$ cat src/rtl/sram_write_sequencer.sv
// sram_write_sequencer: masked SRAM column write driver sequencing precharge, word-line and bit-line drive
module sram_write_sequencer #(
    parameter int COLS    = 8,
    parameter int GRAN    = 4,
    parameter int PRE_CYC = 2,
    parameter int WR_CYC  = 3
) (
    input  logic                 clk,
    input  logic                 rst_n,
    input  logic                 wr_valid,
    output logic                 wr_ready,
    input  logic [COLS-1:0]      wr_data,
    input  logic [COLS/GRAN-1:0] wr_mask,
    output logic                 pre_en,
    output logic                 wl_en,
    output logic [COLS-1:0]      bl_wr,
    output logic [COLS-1:0]      blb_wr,
    output logic                 wr_done,
    output logic                 busy
);
    localparam int G  = COLS / GRAN;
    localparam int CW = $clog2((PRE_CYC > WR_CYC ? PRE_CYC : WR_CYC) + 1);

    if (COLS % GRAN != 0 || PRE_CYC < 1 || WR_CYC < 1) begin : g_bad_params
        $error("sram_write_sequencer: COLS must be a multiple of GRAN and cycle counts must be >= 1");
    end

    typedef enum logic [1:0] {IDLE, PRE, DRIVE, REC} state_t;

    state_t        state, state_n;
    logic [CW-1:0] cnt, cnt_n;
    logic [COLS-1:0] d;
    logic [G-1:0]    m;
    logic            drv;

    always_ff @(posedge clk) begin
        if (!rst_n) begin
            state <= IDLE;
            cnt   <= '0;
            d     <= '1;
            m     <= '0;
        end else begin
            state <= state_n;
            cnt   <= cnt_n;
            if (state == IDLE && wr_valid) begin
                d <= wr_data;
                m <= wr_mask;
            end
        end
    end

    always_comb begin
        state_n = state;
        cnt_n   = cnt;
        case (state)
            IDLE: if (wr_valid) begin
                state_n = PRE;
                cnt_n   = CW'(PRE_CYC - 1);
            end
            PRE: if (cnt == '0) begin
                state_n = DRIVE;
                cnt_n   = CW'(WR_CYC - 1);
            end else cnt_n = cnt - 1'b1;
            DRIVE: if (cnt == '0) state_n = REC;
                   else cnt_n = cnt - 1'b1;
            default: state_n = IDLE;
        endcase
    end

    // REC keeps driving so the word line falls before the bit lines release
    always_comb begin
        wr_ready = state == IDLE;
        busy     = state != IDLE;
        pre_en   = state == PRE;
        wl_en    = state == DRIVE;
        wr_done  = state == REC;
        drv      = state == DRIVE || state == REC;
        bl_wr    = '1;
        blb_wr   = '1;
        for (int i = 0; i < COLS; i++) begin
            bl_wr[i]  = (drv && m[i/GRAN]) ? d[i]  : 1'b1;
            blb_wr[i] = (drv && m[i/GRAN]) ? ~d[i] : 1'b1;
        end
    end
endmodule

$ cat config.mk
export PLATFORM = sky130hd
export DESIGN_NAME = sram_write_sequencer
export DESIGN_NICKNAME = d
export VERILOG_FILES = /design/src/rtl/sram_write_sequencer.sv
export SDC_FILE = /design/constraint.sdc
export NUM_CORES = 1
export LEC_CHECK = 0
export ABC_AREA = 0
export CAP_MARGIN = 0
export CELL_PAD_IN_SITES_DETAIL_PLACEMENT = 0
export CELL_PAD_IN_SITES_GLOBAL_PLACEMENT = 1
export CORE_UTILIZATION = 30
export DETAILED_ROUTE_END_ITERATION = 6
export PLACE_DENSITY = 0.89
export SYNTH_ARGS = -nofsm -noshare
export SYNTH_HDL_FRONTEND = slang
export SYNTH_SLANG_ARGS = --single-unit
$ cat constraint.sdc
create_clock -name clk -period 3.3 [get_ports clk]
set_input_delay 0.66 -clock clk [delete_from_list [all_inputs] [get_ports clk]]
set_output_delay 0.66 -clock clk [all_outputs]
set_load 0.05 [all_outputs]
==> metrics.md <==
| Metric | Value |
|---|---|
| Req. time, crit path | `about 2600 ps` |
| CP max-delay cell | `clkdlybuf4s50_1` |
| Post-synth ARST share | `0%` |
| Critical path startpoint | `state[0]` |
| Hold_buf cts | `0` |
| Compound-gate portion of the synthesized area | `9.11%` |
| Slowest stage delay, CP | `roughly 800 ps` |
| GRT Resource Usage Total | `15.0%` |
| Synth top area share | `37.1%` |
| Post-Route WL | `between 1.5 and 2 mm` |
| Post-Synth Simple-Gate Area | `33.1%` |
| Fillers | `229` |
| Cts repair resizes | `0` |
| Final Hold Fails | `0` |
| Nets@finish | `157` |
| Mapped Nets | `121` |
| Stages on the worst setup path | `5` |
| Yosys reg bits | `14` |
| Post-route DRC | `0` |
| Clk buf depth | `2` |
| Final setup fails | `0` |
| Setup WS pre-CTS | `approximately 660 ps` |
| Ys Warns | `0` |
| Num rows | `17` |
| Multi-input combinational cell area | `442 um^2` |
| Antenna-violating nets left | `0` |
| Unrepaired setup endpoints after global routing | `no` |
| DIE WIDTH | `52.2 um` |
| Wire per inst | `11.4 um` |
| CP Class | `reg -> out` |
| Worst Setup Start Kind | `flop` |
| XOR/XNOR share of the synthesized area | `0%` |
| Clock-pin slew on the worst setup and hold paths | `80 ps` |
| Post-synth cell types | `19` |
| EDFF count, synth | `0` |
| Worst-Margin Slew | `514 ps` |
| Cell taking the most area after synthesis | `dfxtp_1` |
| Fin Setup TNS | `0 ps` |
| Pwr dens | `~750 nW/um^2` |
| Syn Inst Count | `99` |
| Crit path time final | `2930 ps` |
| Synth cell count leaders | `nand2_1 (32), dfxtp_1 (14), ha_1 (9), nand2b_1 (9), nand3_1 (8)` |
| Avg Inst Size Synth | `~7.6 um^2` |
| Vias in the first global route | `692` |
| Cell with the most instances after synthesis | `nand2_1` |
| Peak VDD IR | `between 0.0004 and 0.0005 V` |
| Crit. End Element | `primary output` |
| Critical path's top delay family | `buffers and inverters` |
| CTS Root Cell | `clkbuf_4` |
| Register area | `280 um^2` |
| DPL Wire Length | `1.41 mm` |
| Max cap viols | `0` |
| Post-CTS setup buffer count | `0` |
| Worst hold path depth | `2` |
| Final WS setup | `369 ps` |
| Initial Utilization | `between 30% and 40%` |
| Grt ovf | `0` |
| Critical Path AT | `2270 ps` |
| Synth area leaders | `dfxtp_1 (37%), nand2_1 (16%), ha_1 (15%)` |
| CP Buf/Inv Count | `2` |
| Initial antenna violation count | `0` |
| H-tree depth | `1` |
| Outcome | `complete, no violations` |
| Mapped Area | `756 um^2` |
| Hold path startpoint | `m[0]` |
| R2R Path Start | `state[0]` |
| Die area | `2720 um^2` |
| Synth Flop Type | `dfxtp_1` |
| P&R area growth vs syn | `50.3%` |
| Total core area | `2300 um^2` |
| Hold WC Path Type | `reg -> reg` |
| Gp weighted congestion | `0.711` |
| Max Fclk | `341 MHz` |
| Largest net degree at the start of global routing | `11` |
| Sequential cell area fraction in the yosys report | `37.1%` |
| Post-synthesis mux area share | `1.32%` |
| Num CTS Buffers | `3` |
| Hold EP | `m[0]` |
| DIE HEIGHT | `52.2 um` |
| Initial DRC Count | `10` |
| Final period utilization | `a little under 90%` |
| First drt pass iteration count | `4` |
| Largest family of logic cells by synthesized area | `simple AND/OR/NAND/NOR gates` |
| P_leak | `0.472 nW` |
| Reg2reg path depth | `6` |
| Vias/cell | `4.52` |
| Layout Skew | `5.87 ps` |
| Reg-to-reg endpoint | `cnt[1]` |
| Final slew viol count | `0` |
| Share of cells above drive strength 1 | `2.26%` |
| Crit-path cells | `inv_1 -> ha_1 -> o21a_1 -> nand2b_1 -> clkdlybuf4s50_1` |
| Diodes inserted | `0` |
| Reg2reg setup slack | `1510 ps` |
| Final Util | `between 40% and 50%` |
| # clock sinks | `14` |
| First-pass GRT wire length | `3.06 mm` |
| Total number of vias | `727` |
| Ports | `34` |
| Worst-Skew Late Latency | `260 ps` |
| PortBufs | `33` |
| Crit-path max FO | `8` |
| Synth Area in Adders | `about 15%` |
| Max transition margin | `65.2%` |
| CTS tree | `built` |
-- sequential cells by signal, indices dropped and copies added, names as in the netlist --
signal / count
cnt: 2
state: 2
d: 8
m: 2
-- layout make-up --
class / count / area share, %
clock buffer: 3 / 1.98
inverter: 7 / 2.31
multi-input combinational: 76 / 38.9
sequential: 14 / 24.7
tap: 28 / 3.08
timing repair buffer: 33 / 29.1
-- per-stage QoR --
step | cells | area, um^2 | hold WS, ps | power (W)
after global routing | 161 | 1140 | 491 | 0.000923
final | 161 | 1140 | 461 | 0.000852
after global placement | 158 | 1110 | 448 | 0.000756
after CTS | 161 | 1140 | 463 | 0.000862
after floorplan | 99 | 756 | 437 | 0.000626
after detailed placement | 158 | 1110 | 452 | 0.000770
-- how the worst max path moves through the flow --
stage / end
after floorplan: bl_wr[0]
after global placement: bl_wr[7]
final: bl_wr[6]
after CTS: bl_wr[7]
after detailed placement: bl_wr[6]
after global routing: bl_wr[7]
-- power breakdown --
| part | internal [W] | total [W] | leakage [nW] | switching [W] |
|---|---|---|---|---|
| Sequential | 0.000220 | 0.000258 | 0.116 | 0.0000387 |
| Combinational | 0.000184 | 0.000504 | 0.342 | 0.000320 |
| Clock | 0.0000421 | 0.0000895 | 0.0138 | 0.0000474 |
-- cell families (layout without fill, tap and decap cells) --
family	after synthesis	in the layout
AND/OR/NAND/NOR	55	55
flip-flops	14	14
AO/OA/AOI/OAI	11	11
adder cells (fa/ha/maj)	9	9
buffers and inverters	9	43
multiplexers	1	1
-- layout by cell type (no fill, tap or decap), drive strengths merged --
master / count
a21oi: 4
or4b: 1
o21a: 2
and2: 1
nand3: 8
nand2: 32
o21ai: 2
nor2: 3
clkbuf: 3
dfxtp: 14
or3: 1
o311ai: 1
a211oi: 2
inv: 7
nand2b: 9
ha: 9
clkdlybuf4s50: 33
mux2i: 1
-- routing by layer --
metal	vias to the layer above	share of wire [%]	track usage, %
met1	314	47	18.2
met4	0	0	1.32
met2	26	46	27.4
met5	-	0	0
met3	0	6.4	4.06
li1	387	-	-
-- tightest hold or removal path, delay by kind of cell, from the launching register on --
family | cells | cell delay (ps)
flip-flops | 1 | 320
AO/OA/AOI/OAI | 1 | 50
AND/OR/NAND/NOR | 1 | 50
Power figures use the tool's default switching activity.
